**src/rtl/hdlc_tx_framer.sv**
```systemverilog
// HDLC transmit framer: opening flag, zero-stuffed payload, optional
// zero-stuffed CRC-16 FCS and closing flag, one bit per clock, LSB first.
// Also sends the abort pattern and pulses completion/abort status.
module hdlc_tx_framer #(
  parameter int FCS_EN    = 1,
  parameter int MAX_BYTES = 126
) (
  input  logic       Clk,
  input  logic       Rst,
  input  logic       Tx_Enable,
  input  logic       Tx_DataAvail,
  input  logic [7:0] Tx_Data,
  input  logic       Tx_AbortFrame,
  output logic       Tx_RdBuff,
  output logic       Tx,
  output logic       Tx_ValidFrame,
  output logic       Tx_Done,
  output logic       Tx_AbortedTrans
);

  localparam int         CW        = $clog2(MAX_BYTES + 1);
  localparam logic [7:0] FLAG      = 8'h7E;
  localparam logic [7:0] ABORT_PAT = 8'hFE;

  typedef enum logic [2:0] {IDLE, START_FLAG, DATA, FCS, END_FLAG, ABORT} state_t;

  state_t        state_q;
  logic          tx_q, valid_q, done_q, aborted_q;
  logic          rd_q, rd_pend_q;
  logic [7:0]    hold_q, shift_q;
  logic          hold_full_q;
  logic [3:0]    bit_cnt_q;
  logic [2:0]    ones_q;
  logic [15:0]   crc_q;
  logic [CW-1:0] byte_cnt_q;
  logic          fin_done_q, fin_abort_q;
  // Last bit before the closing flag completed a run of five 1s; the
  // stuffed 0 must still go out before the flag starts.
  logic          to_end_q;

  logic          data_bit, fcs_bit, crc_fb, fetch_ok;
  logic [15:0]   crc_d;
  logic [2:0]    ones_d;

  // Next CRC for the payload bit on the shift register, FCS bit select, fetch permission.
  always_comb begin
    data_bit = shift_q[0];
    fcs_bit  = crc_q[bit_cnt_q];
    crc_fb   = crc_q[0] ^ data_bit;
    crc_d    = {1'b0, crc_q[15:1]} ^ (crc_fb ? 16'hA001 : 16'h0000);
    ones_d   = ones_q + 3'd1;
    fetch_ok = Tx_DataAvail && (byte_cnt_q < CW'(MAX_BYTES));
  end

  // Framer FSM: every output is registered and each edge decides the next line bit.
  always_ff @(posedge Clk) begin
    if (!Rst) begin
      state_q     <= IDLE;
      tx_q        <= 1'b1;
      valid_q     <= 1'b0;
      done_q      <= 1'b0;
      aborted_q   <= 1'b0;
      rd_q        <= 1'b0;
      rd_pend_q   <= 1'b0;
      hold_q      <= 8'h00;
      hold_full_q <= 1'b0;
      shift_q     <= 8'h00;
      bit_cnt_q   <= 4'd0;
      ones_q      <= 3'd0;
      crc_q       <= 16'h0000;
      byte_cnt_q  <= '0;
      fin_done_q  <= 1'b0;
      fin_abort_q <= 1'b0;
      to_end_q    <= 1'b0;
    end else begin
      rd_q      <= 1'b0;
      rd_pend_q <= rd_q;
      done_q    <= 1'b0;
      aborted_q <= 1'b0;
      // Buffer data is valid the cycle after the strobe
      if (rd_pend_q) begin
        hold_q      <= Tx_Data;
        hold_full_q <= 1'b1;
      end
      // Refill the holding register once it is empty and nothing is in flight
      if ((state_q == START_FLAG || state_q == DATA) && !hold_full_q &&
          !rd_q && !rd_pend_q && fetch_ok) begin
        rd_q       <= 1'b1;
        byte_cnt_q <= byte_cnt_q + CW'(1);
      end

      case (state_q)
        IDLE: begin
          tx_q        <= 1'b1;
          valid_q     <= 1'b0;
          done_q      <= fin_done_q;
          aborted_q   <= fin_abort_q;
          fin_done_q  <= 1'b0;
          fin_abort_q <= 1'b0;
          // A new frame is not taken while the status pulse is still pending
          if (Tx_Enable && !fin_done_q && !fin_abort_q) begin
            state_q     <= START_FLAG;
            crc_q       <= 16'h0000;
            bit_cnt_q   <= 4'd0;
            ones_q      <= 3'd0;
            hold_full_q <= 1'b0;
            to_end_q    <= 1'b0;
            rd_q        <= Tx_DataAvail;
            byte_cnt_q  <= Tx_DataAvail ? CW'(1) : '0;
          end
        end

        START_FLAG, DATA, FCS: begin
          valid_q <= 1'b1;
          if (Tx_AbortFrame) begin
            state_q   <= ABORT;
            tx_q      <= ABORT_PAT[0];
            valid_q   <= 1'b0;
            bit_cnt_q <= 4'd1;
            ones_q    <= 3'd0;
            to_end_q  <= 1'b0;
          end else if (state_q == START_FLAG) begin
            tx_q   <= FLAG[bit_cnt_q[2:0]];
            ones_q <= 3'd0;
            if (bit_cnt_q == 4'd7) begin
              bit_cnt_q <= 4'd0;
              if (hold_full_q) begin
                state_q     <= DATA;
                shift_q     <= hold_q;
                hold_full_q <= 1'b0;
              end else begin
                state_q <= (FCS_EN != 0) ? FCS : END_FLAG;
              end
            end else begin
              bit_cnt_q <= bit_cnt_q + 4'd1;
            end
          end else if (ones_q == 3'd5) begin
            // Inserted zero: no bit count or CRC advance
            tx_q   <= 1'b0;
            ones_q <= 3'd0;
            if (to_end_q) begin
              state_q  <= END_FLAG;
              to_end_q <= 1'b0;
            end
          end else if (state_q == DATA) begin
            tx_q    <= data_bit;
            ones_q  <= data_bit ? ones_d : 3'd0;
            crc_q   <= crc_d;
            shift_q <= {1'b0, shift_q[7:1]};
            if (bit_cnt_q == 4'd7) begin
              bit_cnt_q <= 4'd0;
              if (hold_full_q) begin
                shift_q     <= hold_q;
                hold_full_q <= 1'b0;
              end else if (FCS_EN != 0) begin
                state_q <= FCS;
              end else if (data_bit && ones_q == 3'd4) begin
                to_end_q <= 1'b1;
              end else begin
                state_q <= END_FLAG;
              end
            end else begin
              bit_cnt_q <= bit_cnt_q + 4'd1;
            end
          end else begin
            tx_q   <= fcs_bit;
            ones_q <= fcs_bit ? ones_d : 3'd0;
            if (bit_cnt_q == 4'd15) begin
              bit_cnt_q <= 4'd0;
              if (fcs_bit && ones_q == 3'd4) to_end_q <= 1'b1;
              else                           state_q  <= END_FLAG;
            end else begin
              bit_cnt_q <= bit_cnt_q + 4'd1;
            end
          end
        end

        END_FLAG: begin
          tx_q    <= FLAG[bit_cnt_q[2:0]];
          valid_q <= 1'b1;
          ones_q  <= 3'd0;
          if (bit_cnt_q == 4'd7) begin
            state_q    <= IDLE;
            bit_cnt_q  <= 4'd0;
            fin_done_q <= 1'b1;
          end else begin
            bit_cnt_q <= bit_cnt_q + 4'd1;
          end
        end

        ABORT: begin
          tx_q    <= ABORT_PAT[bit_cnt_q[2:0]];
          valid_q <= 1'b0;
          if (bit_cnt_q == 4'd7) begin
            state_q     <= IDLE;
            bit_cnt_q   <= 4'd0;
            fin_abort_q <= 1'b1;
          end else begin
            bit_cnt_q <= bit_cnt_q + 4'd1;
          end
        end

        default: state_q <= IDLE;
      endcase
    end
  end

  assign Tx_RdBuff       = rd_q;
  assign Tx              = tx_q;
  assign Tx_ValidFrame   = valid_q;
  assign Tx_Done         = done_q;
  assign Tx_AbortedTrans = aborted_q;

endmodule

```
**config.mk**
```make
export PLATFORM = sky130hd
export DESIGN_NAME = hdlc_tx_framer
export DESIGN_NICKNAME = d
export VERILOG_FILES = /design/src/rtl/hdlc_tx_framer.sv
export SDC_FILE = /design/constraint.sdc
export NUM_CORES = 1
export LEC_CHECK = 0
export ABC_CLOCK_PERIOD_IN_PS = 1900
export BUFFER_PORTS_ARGS = -buffer_cell sky130_fd_sc_hd__buf_4
export CAP_MARGIN = 40
export CORE_UTILIZATION = 45
export CTS_CLUSTER_DIAMETER = 40
export DETAILED_ROUTE_END_ITERATION = 16
export PLACE_DENSITY = 0.7
export SLEW_MARGIN = 15
export SYNTH_ARGS = -nofsm -noshare
export SYNTH_HDL_FRONTEND = slang
export SYNTH_SLANG_ARGS = --single-unit
```
**constraint.sdc**
```tcl
create_clock -name Clk -period 1.9 [get_ports Clk]
set_input_delay 0.19 -clock Clk [delete_from_list [all_inputs] [get_ports Clk]]
set_output_delay 0.19 -clock Clk [all_outputs]
set_load 0.05 [all_outputs]
```
==> summary.md <==
| Metric | Value |
|---|---|
| Status | finished with violations |
| Failing checks | design-rule violations |
| Layout area overhead | 28.0% |
| Hold Vio Cnt, Final | 0 |
| Global route overflow | 0 |
| Final worst setup slack | 0.0395 ns |
| CP Buf/Inv Count | 0 |
| Cell count of the worst reg-to-reg path | 6 |
| Routed WL per cell | 15.1 um |
| CP top delay family | simple AND/OR/NAND/NOR gates |
| Largest net degree at the start of global routing | 42 |
| CTS tree | built |
| Syn Inst Count | 349 |
| Seq cells post-synth | 61 |
| Register area share after synthesis | 40.1% |
| Min-delay worst type | in2reg |
| Worst clock skew | 0.00667 ns |
| Mapped cell area | 3040 um^2 |
| DRC errors left | 2 |
| Syn nets | 367 |
| Setup CP Type | reg2reg |
| Hold path start | Tx_Data[2] |
| Crit path cell chain | or3b_4, nor2b_1, o2bb2ai_4, nor3_4, nand2b_1, a311oi_1 |
| Final WL | 7150 um |
| Fraction of layout cells with a size suffix above 1 | 29.5% |
| Crit-path slowest cell | or3b_4 |
| Main synth FF type | dfxtp_1 |
| Die area | 7100 um^2 |
| Critical-path maximum fanout | 6 |
| I/O pin total | 18 |
| Final Instance Area | 3900 um^2 |
| Hold Crit Depth | 3 |
| Static leakage | 1.49 nW |
| Worst reg-to-reg setup slack | 0.04 ns |
| Routed Antenna Nets | 0 |
| Element type at the critical path start | flop |
| Placed Area | 3470 um^2 |
| # rows | 29 |
| Slew Limit Headroom | 67.4% |
| Antenna violations before repair | 0 |
| DR pass1 iterations | 10 |
| Max Freq | 537 MHz |
| Clock Sinks | 61 |
| Gr usage total | 20.7% |
| PwrDens | 1280 nW/um^2 |
| Minimum clock period | 1.86 ns |
| # setup viols final | 0 |
| Design Power | 4.99 mW |
| Asr flop ratio synth | 0% |
| I/O Buffers | 17 |
| Chip Width | 84.3 um |
| Total CTS buffers | 9 |
| Req. time, crit path | 2.14 ns |
| Critical Path End Type | flop |
| Final worst path period share | 97.9% |
| Max cap viols | 0 |
| Peak supply drop | 0.699 mV |
| RR Startpoint | state_q[1] |
| Max incr delay on CP | 0.39 ns |
| Initial DRC Count | 170 |
| CTS max path bufs | 2 |
| Dpl ws | -0.100 ns |
| WHS Endpoint | hold_q[2] |
| EDFF count, synth | 0 |
| Critical Path AT | 2.10 ns |
| Core Footprint | 6420 um^2 |
| Number of cells after detailed placement | 455 |
| Synth cell types | 60 |
| Most common cell after layout, fill and taps aside | dfxtp_1 |
| Chip Height | 84.3 um |
| Nets@finish | 410 |
| Vias per cell | 5.64 |
| Max Slew Vio Count | 0 |
| CTS H-tree depth | 3 |
| Yosys Warn Count | 0 |
| Vias in the first global route | 2494 |
| Worst slew pin tran | 0.490 ns |
| Worst-path clk slew | 0.07 ns |
| RSZ-0062 raised after global routing | true |
| Detailed Place HPWL | 4850 um |
| Mean Syn Cell Area | 8.72 um^2 |
| Final hold slack | 0.0748 ns |
| Worst reg2reg endpoint | ones_q[2] |
| Final Non-Filler Cells | 474 |
| First-pass GRT wire length | 11700 um |
| Initial core utilization | 47.4% |
| Vias | 2675 |
| Worst-Skew Late Latency | 0.34 ns |
| Gpl congestion | 0.905 |
| Most frequent cells in the layout | 52 x dfxtp_1, 51 x buf_4, 35 x nor2_1 |
| CTS root buf | clkbuf_8 |
| Ant. Diodes | 0 |
-- what timing repair did --
action                                  in CTS  in global routing
pin swaps                                    2                 16
endpoints found under the setup margin       8                 30
setup buffers                                0                  2
resized for setup                            4                 33
hold buffers                                 0                  0
hold endpoints to repair                     0                  0
cloned                                       0                  1
-- cells in the mapped netlist (all sizes together), types with 7 or more instances --
library cell	n	share of area [%]
mux2i	17	5.6
clkbuf	10	1.2
nand4	7	1.4
dfxtp	61	40
a21oi	33	5.8
a211oi	8	2.0
inv	7	0.86
nor2	37	4.8
nand2	34	4.2
xor2	9	2.6
o21ai	17	2.9
nand3	21	3.5
buf	15	3.2
-- how the worst max path moves through the flow --
stage | startpoint | end | cells past startpoint
6_report | state_q[1] | ones_q[2] | 6
5_1_grt | state_q[1] | ones_q[2] | 6
4_1_cts | ones_q[1] | ones_q[2] | 8
3_5_place_dp | bit_cnt_q[1] | Tx | 6
3_3_place_gp | state_q[1] | flop | 7
2_1_floorplan | bit_cnt_q[0] | flop | 8
-- cell type report --
cell class	instances	area, um^2
fill	524	2530
sequential	61	1240
timing repair buffer	57	490
clock inverter	6	93.8
multi-input combinational	255	1810
tap	77	96.3
inverter	8	30.0
clock buffer	10	138
-- metrics by stage --
stage | TNS (ns) | util, %
floorplan | 0 | -
global placement | -0.0720 | 54.1
detailed placement | -0.271 | 54.1
CTS | -0.0753 | 57.9
global route | -0.0971 | 60.7
finish | 0 | 60.7
-- metal layers --
layer / up-vias / share of wire (%) / global-route usage, % / wire length, um
li1: 1343 / - / - / -
met3: 11 / 5.0 / 5.70 / 355
met1: 1261 / 47 / 26.9 / 3330
met2: 60 / 47 / 32.6 / 3360
met4: 0 / 1.6 / 8.46 / 115
met5: - / 0 / 0 / 0
-- registers in the layout (all words and copies together), names as in the netlist, named ones only --
name	count
hold_full_q	1
rd_pend_q	1
fin_abort_q	1
to_end_q	1
Tx_ValidFrame	1
ones_q	3
byte_cnt_q	7
Tx	1
crc_q	16
fin_done_q	1
state_q	3
Tx_AbortedTrans	1
shift_q	8
Tx_RdBuff	1
Tx_Done	1
hold_q	8
bit_cnt_q	4
-- cells by family (layout without fill, tap and decap cells) --
group | count (synthesis) | after routing | share of synthesized area [%]
simple gates | 132 | 132 | 21.7
compound gates | 86 | 86 | 18.9
flops | 61 | 61 | 40.1
buf+inv | 33 | 81 | 5.38
mux | 22 | 22 | 8.92
xor+xnor | 10 | 10 | 2.88
fa+ha+maj | 5 | 5 | 2.06
-- where the power goes --
part | total, mW | leakage, nW | switching (mW) | internal (mW)
clock | 1.33 | 0.113 | 0.549 | 0.785
sequential | 1.60 | 0.499 | 0.147 | 1.46
combinational | 2.05 | 0.876 | 1.13 | 0.925
-- worst reg2reg max path, cell delays in order, from the launching register on --
cell       delay [ns]
dfxtp_4          0.38
or3b_4           0.39
nor2b_1          0.17
o2bb2ai_4        0.15
nor3_4           0.32
nand2b_1         0.10
a311oi_1         0.26
Power figures use the tool's default switching activity.
